===== config.mk =====
export PLATFORM = sky130hd
export DESIGN_NAME = sap1_ring_sequencer
export DESIGN_NICKNAME = d
export VERILOG_FILES = /design/src/rtl/sap1_ring_sequencer.sv
export SDC_FILE = /design/constraint.sdc
export NUM_CORES = 1
export LEC_CHECK = 0
export BUFFER_PORTS_ARGS = -buffer_cell sky130_fd_sc_hd__buf_2
export CELL_PAD_IN_SITES_DETAIL_PLACEMENT = 1
export CELL_PAD_IN_SITES_GLOBAL_PLACEMENT = 2
export CORE_MARGIN = 3
export CORE_UTILIZATION = 25
export DETAILED_ROUTE_END_ITERATION = 7
export PLACE_DENSITY = 0.8
export SETUP_SLACK_MARGIN = 0.5
export SYNTH_ARGS = -nofsm -noshare
export SYNTH_HDL_FRONTEND = slang
export SYNTH_SLANG_ARGS = --single-unit

===== constraint.sdc =====
create_clock -name clk -period 3.6 [get_ports clk]
set_input_delay 1.08 -clock clk [delete_from_list [all_inputs] [get_ports clk]]
set_output_delay 1.08 -clock clk [all_outputs]
set_load 0.01 [all_outputs]

===== src/rtl/sap1_ring_sequencer.sv =====
// Hardwired six-T-state ring controller for the SAP-1 datapath, with
// run/single-step gating, sticky halt and a retired-instruction counter.
module sap1_ring_sequencer #(
  parameter int               OPC_W   = 5,
  parameter logic [OPC_W-1:0] OPC_LDA = 5'h00,
  parameter logic [OPC_W-1:0] OPC_ADD = 5'h01,
  parameter logic [OPC_W-1:0] OPC_SUB = 5'h02,
  parameter logic [OPC_W-1:0] OPC_OUT = 5'h03,
  parameter logic [OPC_W-1:0] OPC_HLT = 5'h1F
) (
  input  logic             clk,
  input  logic             rst,
  input  logic             run,
  input  logic             step,
  input  logic [OPC_W-1:0] opcode,
  output logic             ep,
  output logic             cp,
  output logic             ei,
  output logic             ea,
  output logic             su,
  output logic             ad,
  output logic             eu,
  output logic             lm_n,
  output logic             ce_n,
  output logic             li_n,
  output logic             la_n,
  output logic             lb_n,
  output logic             lo_n,
  output logic [5:0]       t_state,
  output logic             halted,
  output logic             instr_done,
  output logic [7:0]       instr_count
);

  typedef enum logic [2:0] {
    S_IDLE, S_T1, S_T2, S_T3, S_T4, S_T5, S_T6, S_HALT
  } state_t;

  state_t     state_q, state_d;
  logic       step_q;
  logic [7:0] count_q, count_d;
  logic       step_rise;
  logic       is_lda, is_add, is_sub, is_out, is_hlt;

  assign step_rise = step & ~step_q;
  assign is_lda    = (opcode == OPC_LDA);
  assign is_add    = (opcode == OPC_ADD);
  assign is_sub    = (opcode == OPC_SUB);
  assign is_out    = (opcode == OPC_OUT);
  assign is_hlt    = (opcode == OPC_HLT);

  always_ff @(posedge clk or negedge rst) begin
    if (!rst) begin
      state_q <= S_IDLE;
      step_q  <= 1'b0;
      count_q <= 8'h00;
    end else begin
      state_q <= state_d;
      step_q  <= step;
      count_q <= count_d;
    end
  end

  // Step edges arriving outside IDLE fall through unused: nothing is queued.
  always_comb begin
    state_d = state_q;
    count_d = count_q;
    case (state_q)
      S_IDLE: if (run || step_rise) state_d = S_T1;
      S_T1:   state_d = S_T2;
      S_T2:   state_d = S_T3;
      S_T3:   state_d = S_T4;
      S_T4:   state_d = is_hlt ? S_HALT : S_T5;
      S_T5:   state_d = S_T6;
      S_T6: begin
        count_d = count_q + 8'd1;
        state_d = run ? S_T1 : S_IDLE;
      end
      S_HALT: state_d = S_HALT;
      default: state_d = S_IDLE;
    endcase
  end

  always_comb begin
    ep   = 1'b0;
    cp   = 1'b0;
    ei   = 1'b0;
    ea   = 1'b0;
    su   = 1'b0;
    ad   = 1'b0;
    eu   = 1'b0;
    lm_n = 1'b1;
    ce_n = 1'b1;
    li_n = 1'b1;
    la_n = 1'b1;
    lb_n = 1'b1;
    lo_n = 1'b1;
    case (state_q)
      S_T1: begin
        ep   = 1'b1;
        lm_n = 1'b0;
      end
      S_T2: cp = 1'b1;
      S_T3: begin
        ce_n = 1'b0;
        li_n = 1'b0;
      end
      S_T4: begin
        if (is_lda || is_add || is_sub) begin
          ei   = 1'b1;
          lm_n = 1'b0;
        end else if (is_out) begin
          ea   = 1'b1;
          lo_n = 1'b0;
        end
      end
      S_T5: begin
        if (is_lda) begin
          ce_n = 1'b0;
          la_n = 1'b0;
        end else if (is_add || is_sub) begin
          ce_n = 1'b0;
          lb_n = 1'b0;
        end
      end
      // ALU is combinational, so the accumulator captures its own result here.
      S_T6: begin
        if (is_add) begin
          ad   = 1'b1;
          eu   = 1'b1;
          la_n = 1'b0;
        end else if (is_sub) begin
          su   = 1'b1;
          eu   = 1'b1;
          la_n = 1'b0;
        end
      end
      default: ;
    endcase
  end

  always_comb begin
    t_state = 6'b000000;
    case (state_q)
      S_T1:    t_state = 6'b000001;
      S_T2:    t_state = 6'b000010;
      S_T3:    t_state = 6'b000100;
      S_T4:    t_state = 6'b001000;
      S_T5:    t_state = 6'b010000;
      S_T6:    t_state = 6'b100000;
      default: t_state = 6'b000000;
    endcase
  end

  assign halted      = (state_q == S_HALT);
  assign instr_done  = (state_q == S_T6);
  assign instr_count = count_q;

endmodule


==> impl_metrics.toml <==
[global_route]
grt_use_total_pct = 10.9
overflow = 0
grt_max_degree = 13
antenna_found_initial = 0
grt_pass1_wl_microns = 3020
grt_pass1_vias = 696

[hold_path]
worstHoldPathCells = 1
hold_path.class = "flip-flop to flip-flop"
hp-start = "instr_count[7]"

[detailed_routing]
drtAntennaViolNets = 0
drcViolationCount = 0
firstDrtPassIters = 2
num_vias = 732
avgViaCountPerCell = 4.88
routedWlPerCell_microns = 12.5
drt_iter0_drc = 13
wirelength_microns = 1880

[setup_path]
r2r_start = "state_q[0]"
r2r_setup_slack_ns = 2.27
cp-end-kind = "output port"
crit_required_ns = 2.52
path_max_fanout = 3
worst_r2r_path_depth = 4
crit_type = "input pin to output port"
cp-start-kind = "input pin"
cp-endpoint = "lm_n"
critical_path.startpoint = "opcode[4]"
rr_endpoint = "instr_count[6]"
worstPathArrival_ns = 1.95

[cts]
numCtsBuffers = 3
clk_pin_slew_ns = 0.07
clockRootBuffer = "clkbuf_4"
postCtsSetupBuffers = 0
htreeDepth = 1
clkLatencyLatePin_ns = 0.27
cts_tree = "done"
clk_path_buf_depth = 2
cts_sinks = 12

[floorplanning]
initial_utilization_pct = 27.5
die-area_sq_um = 3530
rows = 18
die-height_microns = 59.4
die_w_microns = 59.4
ios = 38
core_area_sq_um = 2590

[synthesis]
netlist_area_sq_um = 713
muxShareOfSynthArea_pct = 0
synthAdderAreaFrac_pct = 1.75
synth_compound_area_share_pct = 6.49
synthSimpleGateAreaFrac_pct = 36.1
synth_largest_area_cell = "dfrtp_1"
postSynthCellCount = 82
synth-xor-area-share_pct = 8.60
synth_top_area_share_pct = 42.1
ys_warn_count = 0
synth.distinct_cells = 26
synth_top_family_by_area = "simple AND/OR/NAND/NOR gates"
seq_area_frac_synth_pct = 42.1
ys_seq_elements = 12
syn_area_per_cell_sq_um = 8.70
synth_nets = 92
synth_area_leaders = "dfrtp_1 (42%), nand2_1 (5.8%), xnor2_1 (4.9%), nor2_1 (4.7%), nand2b_1 (4.4%)"

[timing]
fin_crit_ns = 3.03
hold_viol_final = 0
max_freq_mhz = 330
slew_viol_final = 0
finalClockSkew_ns = 0.00297
rsz0062_at_grt = "true"
report.final.setup_viol = 0
tns_ns = 0
worst_pin_slew_ns = 0.399
period_share_pct = 84.3
relSlewSlack_pct = 73.4

[status]
status = "finished, final reports clean"

[placement]
dp_cells = 146
gp_congestion = 0.673
port_buffers = 37
dpl.hpwl_microns = 1510

[final_layout]
layoutNonFillerInstCount = 150
nNetsFinal = 131
antenna_cells = 0
synthToLayoutAreaGrowth_pct = 37.7
layout-drive-gt1-share_pct = 40.0

[pwr]
p_leak_uw = 0.000541
ir_worst_vdd_mv = 0.312
p_total_uw = 651
power_density_nw_per_um2 = 663

[flow_run]
maxCapViolCount = 0
==> cell usage in the layout, fill, tap and decap left out <==
cell type / count
a21oi_1: 4
and2_1: 2
and3_1: 3
and4_1: 1
buf_2: 37
clkbuf_4: 3
clkbuf_8: 1
dfrtp_1: 12
ha_1: 1
inv_1: 3
inv_2: 1
nand2_1: 11
nand2b_1: 5
nand3_1: 4
nand3b_4: 1
nand4_1: 2
nor2_1: 9
nor2b_1: 1
nor3_1: 2
nor3_2: 1
nor3_4: 1
nor4_1: 1
nor4_4: 1
o21ai_0: 2
o21ai_1: 1
o221a_2: 1
or2b_1: 1
or3_4: 1
xnor2_1: 4
xor2_1: 3
==> synth_stat cells, drive strengths merged <==
master,count
and4,1
nor2b,1
or3,1
and2,2
o21ai,3
xor2,3
nand2b,5
ha,1
or2b,1
o221a,1
a21oi,4
dfrtp,12
buf,3
nand4,2
nor3,4
and3,3
nand2,11
xnor2,4
inv,4
nor2,9
nor4,2
nand3b,1
nand3,4
==> stage by stage <==
stage	util [%]	worst slack, ns	instance area, sq um	hold WS, ns
3_5_place_dp	35.4	0.395	916	0.461
5_1_grt	37.9	0.488	982	0.530
3_3_place_gp	35.4	0.478	916	0.453
2_1_floorplan	-	0.635	713	0.504
6_report	37.9	0.567	982	0.464
4_1_cts	37.0	0.525	957	0.476
==> area by class of cell <==
cell class                      count  area (sq um)
Sequential cell                    12           300
Clock buffer                        4          36.3
Fill cell                         320          1610
Tap cell                           30          37.5
Timing Repair Buffer               37           185
Multi-Input combinational cell     63           408
Inverter                            4          15.0
==> kinds of logic (layout without fill, tap and decap cells) <==
| kind of cell | Yosys count | count (layout) |
|---|---|---|
| xor+xnor | 7 | 7 |
| flops | 12 | 12 |
| buf+inv | 7 | 45 |
| fa+ha+maj | 1 | 1 |
| compound gates | 8 | 8 |
| simple gates | 47 | 47 |
==> per-layer routing <==
| layer | vias to the layer above | track usage, % | wire, microns |
|---|---|---|---|
| li1 | 356 | - | - |
| met1 | 343 | 13.0 | 808 |
| met2 | 30 | 19.5 | 881 |
| met3 | 3 | 1.96 | 167 |
| met4 | 0 | 3.88 | 22 |
| met5 | - | 0 | 0 |
==> worst max-delay path, cell delays in order <==
cell and delay [ns]:
buf_2 0.12, or3_4 0.41, nor4_4 0.15, nor2_1 0.06
buf_2 0.14
==> state kept, by name, summed over array words and instances (netlist names), named ones only <==
register	flops
state_q	2
step_q	1
instr_count	8
==> report_power, final <==
group	internal [uW]	switching, uW	leakage [uW]
sequential	173	73.1	0.000154
clock	61.5	45.8	0.0000210
combinational	132	166	0.000367
==> worst min path at each step <==
stage,to,slack (ns)
after floorplan,instr_count[7],0.50
after global placement,instr_count[7],0.45
after detailed placement,instr_count[7],0.46
after CTS,instr_count[7],0.48
after global routing,instr_count[7],0.53
final,instr_count[7],0.46
==> timing repair <==
| item | in CTS | in global routing |
|---|---|---|
| gates resized for setup | 1 | 5 |
| hold buffers | 0 | 0 |
| setup endpoints to repair | 4 | 6 |
Power figures use the tool's default switching activity.
